<file path="config.mk">
export PLATFORM = sky130hd
export DESIGN_NAME = uartwb_host
export DESIGN_NICKNAME = d
export VERILOG_FILES = /design/src/rtl/uartwb_pkg.sv /design/src/rtl/uartrx.sv /design/src/rtl/uarttx.sv /design/src/rtl/uartwb_host_fsm.sv /design/src/rtl/uartwb_host.sv
export SDC_FILE = /design/constraint.sdc
export NUM_CORES = 1
export LEC_CHECK = 0
export ABC_AREA = 1
export CORE_UTILIZATION = 50
export DETAILED_ROUTE_END_ITERATION = 12
export PLACE_DENSITY = 0.73
export SETUP_SLACK_MARGIN = 0.15
export SYNTH_ARGS = -nofsm -noshare
export SYNTH_HDL_FRONTEND = slang
export SYNTH_SLANG_ARGS = --single-unit
</file>
<file path="constraint.sdc">
create_clock -name clk -period 1.65 [get_ports clk]
set_input_delay 0.165 -clock clk [delete_from_list [all_inputs] [get_ports clk]]
set_output_delay 0.165 -clock clk [all_outputs]
set_load 0.02 [all_outputs]
</file>
<file path="src/rtl/uartwb_pkg.sv">
`default_nettype none
//------------------------------------------------------------------------------
// Module  : uartwb_pkg
// Brief   : Command-frame constants, host state encoding and frame byte mux.
// Revision: 1.0 - initial release
//------------------------------------------------------------------------------
package uartwb_pkg;

   localparam logic [7:0] CMD_READ   = 8'h00;
   localparam logic [7:0] CMD_WRITE  = 8'h01;
   localparam int         FRAME_LEN  = 9;
   localparam int         RSP_LEN_WR = 1;
   localparam int         RSP_LEN_RD = 5;

   typedef enum logic [1:0] {
      ST_IDLE     = 2'd0,
      ST_SEND     = 2'd1,
      ST_WAIT_RSP = 2'd2,
      ST_DONE     = 2'd3
   } host_state_e;

   // Byte idx of the outgoing frame; reads carry zero dummies in the data slots.
   function automatic logic [7:0] frame_byte(input logic        we,
                                             input logic [31:0] addr,
                                             input logic [31:0] wdata,
                                             input logic [3:0]  idx);
      logic [7:0] b;
      case (idx)
         4'd0:    b = we ? CMD_WRITE : CMD_READ;
         4'd1:    b = addr[31:24];
         4'd2:    b = addr[23:16];
         4'd3:    b = addr[15:8];
         4'd4:    b = addr[7:0];
         4'd5:    b = we ? wdata[31:24] : 8'h00;
         4'd6:    b = we ? wdata[23:16] : 8'h00;
         4'd7:    b = we ? wdata[15:8]  : 8'h00;
         4'd8:    b = we ? wdata[7:0]   : 8'h00;
         default: b = 8'h00;
      endcase
      return b;
   endfunction

endpackage
`default_nettype wire

</file>
<file path="src/rtl/uartrx.sv">
`default_nettype none
//------------------------------------------------------------------------------
// Module  : uartrx
// Brief   : 8N1 UART receiver; valid rises with each byte, drops at next start.
// Revision: 1.0 - initial release
//------------------------------------------------------------------------------
module uartrx #(
   parameter int BAUD_PER = 10
) (
   input  logic       clk,
   input  logic       nrst,
   input  logic       en,
   input  logic       rx,
   output logic [7:0] dout,
   output logic       valid
);
   localparam int            BW          = $clog2(BAUD_PER + 1);
   localparam logic [BW-1:0] c_baud_last = BW'(BAUD_PER - 1);
   localparam logic [BW-1:0] c_half_last = BW'((BAUD_PER > 1) ? (BAUD_PER / 2 - 1) : 0);

   typedef enum logic [1:0] {
      RX_IDLE  = 2'd0,
      RX_START = 2'd1,
      RX_DATA  = 2'd2,
      RX_STOP  = 2'd3
   } rx_state_e;

   rx_state_e     st_q;
   logic [1:0]    sync_q;
   logic [BW-1:0] baud_q;
   logic [2:0]    bit_q;
   logic [7:0]    sh_q;
   logic [7:0]    dout_q;
   logic          valid_q;
   logic          w_rx;

   assign w_rx = sync_q[1];

   always_ff @(posedge clk) begin
      if (!nrst) begin
         st_q    <= RX_IDLE;
         sync_q  <= 2'b11;
         baud_q  <= '0;
         bit_q   <= '0;
         sh_q    <= '0;
         dout_q  <= '0;
         valid_q <= 1'b0;
      end else begin
         sync_q <= {sync_q[0], rx};
         case (st_q)
            RX_IDLE: begin
               baud_q <= '0;
               if (en && !w_rx) st_q <= RX_START;
            end
            RX_START: begin
               // Re-check at mid start bit so glitches are not taken as frames.
               if (baud_q == c_half_last) begin
                  baud_q <= '0;
                  bit_q  <= '0;
                  if (!w_rx) begin
                     st_q    <= RX_DATA;
                     valid_q <= 1'b0;
                  end else begin
                     st_q <= RX_IDLE;
                  end
               end else begin
                  baud_q <= baud_q + BW'(1);
               end
            end
            RX_DATA: begin
               if (baud_q == c_baud_last) begin
                  baud_q <= '0;
                  sh_q   <= {w_rx, sh_q[7:1]};
                  if (bit_q == 3'd7) st_q <= RX_STOP;
                  else               bit_q <= bit_q + 3'd1;
               end else begin
                  baud_q <= baud_q + BW'(1);
               end
            end
            RX_STOP: begin
               if (baud_q == c_baud_last) begin
                  baud_q <= '0;
                  st_q   <= RX_IDLE;
                  if (w_rx) begin
                     dout_q  <= sh_q;
                     valid_q <= 1'b1;
                  end
               end else begin
                  baud_q <= baud_q + BW'(1);
               end
            end
            default: st_q <= RX_IDLE;
         endcase
      end
   end

   assign dout  = dout_q;
   assign valid = valid_q;

endmodule
`default_nettype wire

</file>
<file path="src/rtl/uarttx.sv">
`default_nettype none
//------------------------------------------------------------------------------
// Module  : uarttx
// Brief   : 8N1 UART transmitter, data LSB first, BAUD_PER clocks per bit.
// Revision: 1.0 - initial release
//------------------------------------------------------------------------------
module uarttx #(
   parameter int BAUD_PER = 10
) (
   input  logic       clk,
   input  logic       nrst,
   input  logic       en,
   input  logic [7:0] din,
   output logic       ready,
   output logic       tx
);
   localparam int            BW          = $clog2(BAUD_PER + 1);
   localparam logic [BW-1:0] c_baud_last = BW'(BAUD_PER - 1);

   logic          busy_q;
   logic          tx_q;
   logic [8:0]    sh_q;
   logic [3:0]    bit_q;
   logic [BW-1:0] baud_q;

   // bit_q counts start(0), data(1..8), stop(9) periods.
   always_ff @(posedge clk) begin
      if (!nrst) begin
         busy_q <= 1'b0;
         tx_q   <= 1'b1;
         sh_q   <= '0;
         bit_q  <= '0;
         baud_q <= '0;
      end else if (!busy_q) begin
         if (en) begin
            busy_q <= 1'b1;
            tx_q   <= 1'b0;
            sh_q   <= {1'b1, din};
            bit_q  <= '0;
            baud_q <= '0;
         end
      end else if (baud_q != c_baud_last) begin
         baud_q <= baud_q + BW'(1);
      end else begin
         baud_q <= '0;
         if (bit_q == 4'd9) begin
            busy_q <= 1'b0;
         end else begin
            tx_q  <= sh_q[0];
            sh_q  <= {1'b1, sh_q[8:1]};
            bit_q <= bit_q + 4'd1;
         end
      end
   end

   assign ready = ~busy_q;
   assign tx    = tx_q;

endmodule
`default_nettype wire

</file>
<file path="src/rtl/uartwb_host_fsm.sv">
`default_nettype none
//------------------------------------------------------------------------------
// Module  : uartwb_host_fsm
// Brief   : Frame sequencer, byte handshake, response assembler and timeout.
// Revision: 1.0 - initial release
//------------------------------------------------------------------------------
module uartwb_host_fsm
   import uartwb_pkg::*;
#(
   parameter int TIMEOUT = 100000
) (
   input  logic        clk,
   input  logic        nrst,
   input  logic        req_valid_i,
   output logic        req_ready_o,
   input  logic        req_we_i,
   input  logic [31:0] req_addr_i,
   input  logic [31:0] req_wdata_i,
   output logic        rsp_valid_o,
   output logic [7:0]  rsp_status_o,
   output logic [31:0] rsp_rdata_o,
   output logic        rsp_timeout_o,
   output logic        tx_en_o,
   output logic [7:0]  tx_din_o,
   input  logic        tx_ready_i,
   input  logic        rx_valid_i,
   input  logic [7:0]  rx_dout_i
);
   localparam int            TW          = $clog2(TIMEOUT + 1);
   localparam logic [TW-1:0] c_tmo_last  = TW'(TIMEOUT - 1);
   localparam logic [3:0]    c_last_idx  = 4'(FRAME_LEN - 1);
   localparam logic [2:0]    c_len_wr    = 3'(RSP_LEN_WR);
   localparam logic [2:0]    c_len_rd    = 3'(RSP_LEN_RD);

   host_state_e   state_q;
   logic          we_q;
   logic [31:0]   addr_q;
   logic [31:0]   wdata_q;
   logic [3:0]    idx_q;
   logic [3:0]    idx_d;
   logic          pend_q;
   logic          skip_q;
   logic [2:0]    exp_q;
   logic [TW-1:0] tmo_q;
   logic          rx_prev_q;
   logic          rx_take_q;
   logic          tx_en_q;
   logic [7:0]    tx_din_q;
   logic          rsp_valid_q;
   logic [7:0]    rsp_status_q;
   logic [31:0]   rsp_rdata_q;
   logic          rsp_timeout_q;

   assign idx_d       = idx_q + 4'd1;
   assign req_ready_o = nrst & (state_q == ST_IDLE);

   always_ff @(posedge clk) begin
      if (!nrst) begin
         state_q       <= ST_IDLE;
         we_q          <= 1'b0;
         addr_q        <= '0;
         wdata_q       <= '0;
         idx_q         <= '0;
         pend_q        <= 1'b0;
         skip_q        <= 1'b0;
         exp_q         <= '0;
         tmo_q         <= '0;
         rx_prev_q     <= 1'b1;
         rx_take_q     <= 1'b0;
         tx_en_q       <= 1'b0;
         tx_din_q      <= '0;
         rsp_valid_q   <= 1'b0;
         rsp_status_q  <= '0;
         rsp_rdata_q   <= '0;
         rsp_timeout_q <= 1'b0;
      end else begin
         rx_prev_q   <= rx_valid_i;
         rx_take_q   <= rx_valid_i & ~rx_prev_q;
         tx_en_q     <= 1'b0;
         rsp_valid_q <= 1'b0;
         case (state_q)
            ST_IDLE: begin
               if (req_valid_i) begin
                  we_q          <= req_we_i;
                  addr_q        <= req_addr_i;
                  wdata_q       <= req_wdata_i;
                  idx_q         <= '0;
                  rsp_status_q  <= '0;
                  rsp_rdata_q   <= '0;
                  rsp_timeout_q <= 1'b0;
                  skip_q        <= 1'b0;
                  pend_q        <= 1'b0;
                  state_q       <= ST_SEND;
                  // Issue byte 0 right away to shorten accept-to-start latency.
                  if (tx_ready_i) begin
                     tx_en_q  <= 1'b1;
                     tx_din_q <= frame_byte(req_we_i, req_addr_i, req_wdata_i, 4'd0);
                     pend_q   <= 1'b1;
                     skip_q   <= 1'b1;
                  end
               end
            end
            ST_SEND: begin
               // skip_q masks the cycle where the transmitter's ready still lags.
               if (skip_q) begin
                  skip_q <= 1'b0;
               end else if (!pend_q) begin
                  if (tx_ready_i) begin
                     tx_en_q  <= 1'b1;
                     tx_din_q <= frame_byte(we_q, addr_q, wdata_q, idx_q);
                     pend_q   <= 1'b1;
                     skip_q   <= 1'b1;
                  end
               end else if (tx_ready_i) begin
                  pend_q <= 1'b0;
                  if (idx_q == c_last_idx) begin
                     state_q <= ST_WAIT_RSP;
                     idx_q   <= '0;
                     tmo_q   <= '0;
                     exp_q   <= we_q ? c_len_wr : c_len_rd;
                  end else begin
                     idx_q <= idx_d;
                  end
               end
            end
            ST_WAIT_RSP: begin
               if (rx_take_q) begin
                  tmo_q <= '0;
                  idx_q <= idx_d;
                  if (idx_q == 4'd0) rsp_status_q <= rx_dout_i;
                  else               rsp_rdata_q  <= {rsp_rdata_q[23:0], rx_dout_i};
                  if (idx_d[2:0] == exp_q) begin
                     state_q       <= ST_DONE;
                     rsp_valid_q   <= 1'b1;
                     rsp_timeout_q <= 1'b0;
                  end
               end else if (tmo_q == c_tmo_last) begin
                  state_q       <= ST_DONE;
                  rsp_valid_q   <= 1'b1;
                  rsp_timeout_q <= 1'b1;
               end else begin
                  tmo_q <= tmo_q + TW'(1);
               end
            end
            ST_DONE: state_q <= ST_IDLE;
            default: state_q <= ST_IDLE;
         endcase
      end
   end

   assign tx_en_o       = tx_en_q;
   assign tx_din_o      = tx_din_q;
   assign rsp_valid_o   = rsp_valid_q;
   assign rsp_status_o  = rsp_status_q;
   assign rsp_rdata_o   = rsp_rdata_q;
   assign rsp_timeout_o = rsp_timeout_q;

endmodule
`default_nettype wire

</file>
<file path="src/rtl/uartwb_host.sv">
`default_nettype none
//------------------------------------------------------------------------------
// Module  : uartwb_host
// Brief   : UART command-frame initiator driving a remote uartwb_top bridge.
// Revision: 1.0 - initial release
//------------------------------------------------------------------------------
module uartwb_host
   import uartwb_pkg::*;
#(
   parameter int BAUD_PER = 10,
   parameter int TIMEOUT  = 100000
) (
   input  logic        clk,
   input  logic        nrst,
   input  logic        req_valid,
   output logic        req_ready,
   input  logic        req_we,
   input  logic [31:0] req_addr,
   input  logic [31:0] req_wdata,
   output logic        rsp_valid,
   output logic [7:0]  rsp_status,
   output logic [31:0] rsp_rdata,
   output logic        rsp_timeout,
   output logic        uart_tx,
   input  logic        uart_rx
);
   logic       w_tx_en;
   logic [7:0] w_tx_din;
   logic       w_tx_ready;
   logic       w_rx_valid;
   logic [7:0] w_rx_dout;

   uartwb_host_fsm #(
      .TIMEOUT (TIMEOUT)
   ) u_fsm (
      .clk           (clk),
      .nrst          (nrst),
      .req_valid_i   (req_valid),
      .req_ready_o   (req_ready),
      .req_we_i      (req_we),
      .req_addr_i    (req_addr),
      .req_wdata_i   (req_wdata),
      .rsp_valid_o   (rsp_valid),
      .rsp_status_o  (rsp_status),
      .rsp_rdata_o   (rsp_rdata),
      .rsp_timeout_o (rsp_timeout),
      .tx_en_o       (w_tx_en),
      .tx_din_o      (w_tx_din),
      .tx_ready_i    (w_tx_ready),
      .rx_valid_i    (w_rx_valid),
      .rx_dout_i     (w_rx_dout)
   );

   uarttx #(
      .BAUD_PER (BAUD_PER)
   ) u_tx (
      .clk   (clk),
      .nrst  (nrst),
      .en    (w_tx_en),
      .din   (w_tx_din),
      .ready (w_tx_ready),
      .tx    (uart_tx)
   );

   uartrx #(
      .BAUD_PER (BAUD_PER)
   ) u_rx (
      .clk   (clk),
      .nrst  (nrst),
      .en    (1'b1),
      .rx    (uart_rx),
      .dout  (w_rx_dout),
      .valid (w_rx_valid)
   );

endmodule
`default_nettype wire

</file>
# ---- After elaboration in Yosys (flattened, before gate mapping)
# Index checks and enable logic that the tools add are counted.
dict set report word_totals {
  inputBits 69
  memories 0
  romBits 0
  register_bits 193
  word_cells 214
  latchBits 0
  ram_bits 0
}
dict set report classes {
  bitwise 5
  mux 101
  order_cmp 0
  add_sub_neg 6
  n_reduce_logical 29
  n_div 0
  shift 0
  mul 0
  n_eq_ne 44
}
# operator n
set op_table {}
lappend op_table {{$mux W17} 6}
lappend op_table {{$mux W32} 3}
lappend op_table {{$mux W8} 12}
lappend op_table {{$pmux W8 S9} 1}
lappend op_table {{$pmux W32 S2} 1}
lappend op_table {{$mux W4} 14}
lappend op_table {{$mux W9} 4}
lappend op_table {{$pmux W17 S2} 1}
lappend op_table {{$pmux W8 S2} 2}
lappend op_table {{$mux W1} 29}
lappend op_table {{$mux W2} 14}
lappend op_table {{$pmux W4 S3} 2}
lappend op_table {{$ne A2 B2 Y1 const B} 11}
lappend op_table {{$eq A4 B3 Y1 const B} 5}
lappend op_table {{$ne A2 B1 Y1 const B} 9}
lappend op_table {{$reduce_and A6 Y1} 3}
lappend op_table {{$add A17 B1 Y17 const B} 1}
lappend op_table {{$eq A17 B17 Y1 const B} 1}
lappend op_table {{$add A4 B1 Y4 const B} 4}
lappend op_table {{$pmux W2 S4} 2}
lappend op_table {{$reduce_and A4 Y1} 4}
lappend op_table {{$reduce_and A5 Y1} 3}
lappend op_table {{$eq A4 B4 Y1 const B} 3}
lappend op_table {{$mux W3} 4}
lappend op_table {{23 further kinds} 46}

# ---- Logic depth before layout (Yosys ltp)
dict set report depth {
  ltp_word 6
  mapped_depth 11
  depth_no_buf 11
}

# ---- Cells and area by module
# A second synthesis with hierarchy kept.
dict set report unflattened {
  cells_unflattened 1246
  area_unflattened_um2 8942.3
}
# module n_inst seq_area_each_um2 area_each_um2 cells_each
set by_module_without_submodules {}
lappend by_module_without_submodules {uartwb_host_fsm 1 2902.8 6737.7 939}
lappend by_module_without_submodules {uartrx 1 560.5 1174.9 156}
lappend by_module_without_submodules {uarttx 1 380.4 1026.0 150}
lappend by_module_without_submodules {uartwb_host 1 0.0 3.8 1}

# ---- Worst setup path after synthesis
# Ideal clock, no wire load.
dict set report synth_path {
  path_kind {register to register}
  startpoint {register u_fsm.state_q[1]}
  endpoint {register u_fsm.tmo_q[10]}
  t_arrival_ns 1.534
  synth_period_minus_slack_ns 1.670
  path_buffers 2
  slack_ns -0.020
  required_ns 1.514
  path_stages_with_launch 11
  path_cell_list {dfxtp_1 -> inv_1 -> ha_1 -> buf_2 -> nor2_1 -> nor2_8 -> nand2_2 -> nand2_4 -> buf_12 -> nand2_2 -> a21oi_2}
}
dict set report synth_via {
  elab_chain_len 3
  word_cells_on_any_way 10
  cone_classes {eq/ne (7); mux (1); reduce/logical (2)}
}
# item line
set synth_lines {}
lappend synth_lines {{start, declared} uartwb_host_fsm.sv:35} ;# host_state_e state_q;
lappend synth_lines {{start signal, assigned} uartwb_host_fsm.sv:59} ;# state_q <= ST_IDLE;
lappend synth_lines {{start signal, assigned} uartwb_host_fsm.sv:93} ;# state_q <= ST_SEND;
lappend synth_lines {{start signal, assigned} uartwb_host_fsm.sv:117} ;# state_q <= ST_WAIT_RSP;
lappend synth_lines {{$eq A2 B2 Y1 or $eq A2 B1 Y1 (tied branches)} uartwb_host_fsm.sv:81} ;# case (state_q)
lappend synth_lines {{$ne A3 B2 Y1 (no source line) (tied with other cells)} n/a}
lappend synth_lines {{$reduce_and A6 Y1 (no source line)} n/a}
lappend synth_lines {{end signal, assigned} uartwb_host_fsm.sv:142} ;# tmo_q <= tmo_q + TW'(1);
lappend synth_lines {{end, declared} uartwb_host_fsm.sv:44} ;# logic [TW-1:0] tmo_q;
# Parallel ways exist; a longest one is shown, timed or not.
# A chain may end at the register's enable or synchronous reset.

# ---- Worst setup path in the final report
dict set report layout_path {
  startpoint {register u_fsm.state_q[1]}
  endpoint {register u_fsm.rsp_rdata_q[21] (netlist: u_fsm.rsp_rdata_o[21])}
}
dict set report layout_via {
  elab_chain_len 3
  word_cells_on_any_way 8
  cone_classes {eq/ne (4); mux (1); reduce/logical (3)}
}
# item line
set layout_lines {}
lappend layout_lines {{$eq A2 B2 Y1 or $logic_not A2 Y1 (tied branches)} uartwb_host_fsm.sv:81}
lappend layout_lines {{$ne A2 B1 Y1 (no source line) (tied with other cells)} n/a}
lappend layout_lines {{$reduce_and A4 Y1 (no source line)} n/a}
lappend layout_lines {{end signal, assigned} uartwb_host_fsm.sv:131} ;# else rsp_rdata_q <= {rsp_rdata_q[23:0], rx_dout_i};
lappend layout_lines {{end, declared} uartwb_host_fsm.sv:51} ;# logic [31:0] rsp_rdata_q;
# Parallel ways exist; a longest one is shown, timed or not.

==> impl_metrics.env <==
export IMPL_synth_edf_count=0
export IMPL_cp_top_family="buffers and inverters"
export IMPL_num_vias=8822
export IMPL_fmax_mhz=593
export IMPL_syn_nets=1310
export IMPL_coreArea_sq_mm=0.0168
export IMPL_slew_headroom_pct=75.4
export IMPL_postRouteAntennaNets=0
export IMPL_diodes=0
export IMPL_reg2reg_to="u_fsm.rsp_rdata_o[21]"
export IMPL_numClockSinks=192
export IMPL_final_max_slew_viol_count=0
export IMPL_clock_latency_ns=0.45
export IMPL_overflow=0
export IMPL_row_count=47
export IMPL_grt_use_total_pct=26.1
export IMPL_cts_buffers=17
export IMPL_max_stage_delay_ns=0.39
export IMPL_path_cells="inv_4 > ha_4 > nand2_4 > o21ai_4 > nand2_2 > a21oi_2 > inv_2 > buf_8 > nand2_1 > a21oi_1"
export IMPL_syn_area_sq_mm=0.00868
export IMPL_period_needed_ns=1.69
export IMPL_drive_above_1_share_pct=26.2
export IMPL_required_ns=2.01
export IMPL_end_kind="flop"
export IMPL_grt_pass1_vias=7885
export IMPL_io_pins=113
export IMPL_ys_seq_area_share_pct=44.3
export IMPL_routed_via_density=5.43
export IMPL_final_cell_mix="nor2_1, nand2_1, dfxtp_1"
export IMPL_ys_seq_elements=192
export IMPL_cts_root_buf="clkbuf_16"
export IMPL_synthArstFlopShare_pct=0
export IMPL_place_hpwl_um=14900
export IMPL_final_hold_viol_count=0
export IMPL_cp_start_kind="flop"
export IMPL_die_h_um=134
export IMPL_grt_pass1_wl_um=37500
export IMPL_reg2reg_from="u_fsm.state_q[1]"
export IMPL_drc_errors=0
export IMPL_holdWs_ns=0.177
export IMPL_nNetsFinal=1480
export IMPL_drt_iter0_drc=521
export IMPL_ir_drop_mv=0.943
export IMPL_clock_skew_final_ns=0.0135
export IMPL_slowest_stage="dfxtp_4"
export IMPL_avgSynthCellArea_sq_um=7.11
export IMPL_start_util_pct=51.8
export IMPL_wirelength_um=25400
export IMPL_synthToLayoutAreaGrowth_pct=41.8
export IMPL_status="finished, violations left"
export IMPL_antenna_found_initial=0
export IMPL_synth_distinct_cells=40
export IMPL_cts_max_level=4
export IMPL_crit_buf_inv=3
export IMPL_path_clk_slew_ns=0.07
export IMPL_leakagePower_nw=4.99
export IMPL_fin_tns_setup_ns=-0.221
export IMPL_crit_fanout=8
export IMPL_critPathKind="flop to flop"
export IMPL_tritoncts="done"
export IMPL_rsz0062_at_grt="true"
export IMPL_synth_cells=1221
export IMPL_yosysWarnings=0
export IMPL_worstMarginPinSlew_ns=0.370
export IMPL_min_path_type="input port to flop"
export IMPL_period_share_pct=102
export IMPL_dieArea_sq_mm=0.0179
export IMPL_whs_path_depth=3
export IMPL_holdPathEnd="u_fsm.rx_prev_q"
export IMPL_layout_commonest_cell="nor2_1"
export IMPL_r2r_cells=10
export IMPL_drv_cap=0
export IMPL_arrival_ns=2.05
export IMPL_violations="setup timing"
export IMPL_wl_per_cell_um=15.7
export IMPL_total_power_w=0.0161
export IMPL_dr_pass1_iters=6
export IMPL_rrSetupSlack_ns=-0.04
export IMPL_pwr_density_cell_mw_per_mm2=1310
export IMPL_hp_start="nrst"
export IMPL_synth_ff_type="dfxtp_1"
export IMPL_setup_viol=17
export IMPL_gp_congestion=0.836
export IMPL_fin_ws_ns=-0.0368
export IMPL_io_buffers=112
export IMPL_grt_max_degree=91
export IMPL_die_x_um=134
export IMPL_cts_buffer_depth=2
==> cells by family (layout without fill, tap and decap cells) <==
kind of cell / Yosys count / in the layout / share of synthesized area [%]
XOR/XNOR: 6 / 6 / 0.605
AND/OR/NAND/NOR: 649 / 651 / 32.1
AO/OA/AOI/OAI: 220 / 220 / 13.7
adder cells (fa/ha/maj): 20 / 20 / 2.88
buffers and inverters: 134 / 315 / 6.50
flip-flops: 192 / 192 / 44.3
==> sequential cells by signal, indices dropped and copies added (netlist names), 4 cells and up, named ones only <==
name and count:
u_rx.sh_q 8, u_rx.dout 8, u_fsm.addr_q 32, u_fsm.tmo_q 17
u_fsm.wdata_q 32, u_tx.baud_q 4, u_fsm.tx_din_o 8, u_tx.sh_q 9
u_fsm.rsp_rdata_o 32, u_fsm.idx_q 4, u_rx.baud_q 4, u_fsm.rsp_status_o 8
u_tx.bit_q 4
==> synth_stat cells (14+ instances only) <==
cell / n / area, sq um
nand2_1: 256 / 961
nor2_1: 230 / 863
dfxtp_1: 192 / 3840
o21ai_0: 108 / 541
nand3_1: 89 / 445
a21oi_1: 80 / 400
inv_1: 63 / 236
clkbuf_1: 31 / 116
nand4_1: 25 / 156
ha_1: 20 / 250
nand2_2: 16 / 100
buf_2: 14 / 70.1
==> worst max-delay path by stage <==
stage / start / to / slack, ns / cells past startpoint
floorplan: u_fsm.state_q[1] / u_fsm.tmo_q[3] / 0.1 / 11
global placement: req_valid / u_fsm.rsp_rdata_o[2] / -0.03 / 9
detailed placement: u_fsm.idx_q[1] / u_fsm.tx_din_o[0] / -0.09 / 9
CTS: u_fsm.idx_q[0] / u_fsm.tx_din_o[6] / 0.05 / 10
global route: u_fsm.tmo_q[1] / u_fsm.state_q[1] / -0.12 / 10
finish: u_fsm.state_q[1] / u_fsm.rsp_rdata_o[21] / -0.04 / 10
==> through the flow <==
stage / setup WS, ns / instances / util (%) / instance area, sq um
finish: -0.0368 / 1624 / 73.4 / 12300
global route: -0.122 / 1624 / 73.4 / 12300
CTS: 0.0495 / 1607 / 68.7 / 11500
detailed placement: -0.0885 / 1562 / 63.1 / 10600
global placement: -0.0251 / 1562 / 63.1 / 10600
floorplan: 0.0994 / 1221 / - / 8820
==> layer usage <==
metal / GRT usage (%) / part of all wire (%) / wire length [um]
met1: 32.8 / 42 / 10700
met2: 44.0 / 50 / 12600
met3: 5.21 / 5.8 / 1470
met4: 9.53 / 2.4 / 613
met5: 0 / 0 / 0
==> cell type report <==
| cell class | count | area [sq um] |
|---|---|---|
| clock buffer | 17 | 425 |
| clock inverter | 15 | 199 |
| fill | 1226 | 4450 |
| inverter | 76 | 325 |
| multi-input combinational | 897 | 5110 |
| sequential | 192 | 3890 |
| tap | 220 | 275 |
| timing repair buffer | 207 | 2080 |
==> power breakdown <==
part           switching, W  total (W)  internal, W
Sequential         0.000522    0.00589      0.00537
Combinational       0.00349    0.00587      0.00238
Clock               0.00205    0.00437      0.00232
Total               0.00606     0.0161       0.0101
==> timing repair <==
action / 4_1_cts / 5_1_grt
hold buffers: 0 / 0
cloned: 2 / 8
setup endpoints to repair: 198 / 138
buffers inserted: 11 / 9
pin swaps: 17 / 33
gates resized for setup: 117 / 198
endpoints found under the hold margin: 0 / 0
==> worst register-to-register path, stage by stage (launching register included) <==
cell and delay, ns:
dfxtp_4 0.39, inv_4 0.06, ha_4 0.20, nand2_4 0.12, o21ai_4 0.07, nand2_2 0.11
a21oi_2 0.04, inv_2 0.16, buf_8 0.19, nand2_1 0.10, a21oi_1 0.17
No activity file was read; power rests on OpenSTA's default activity.
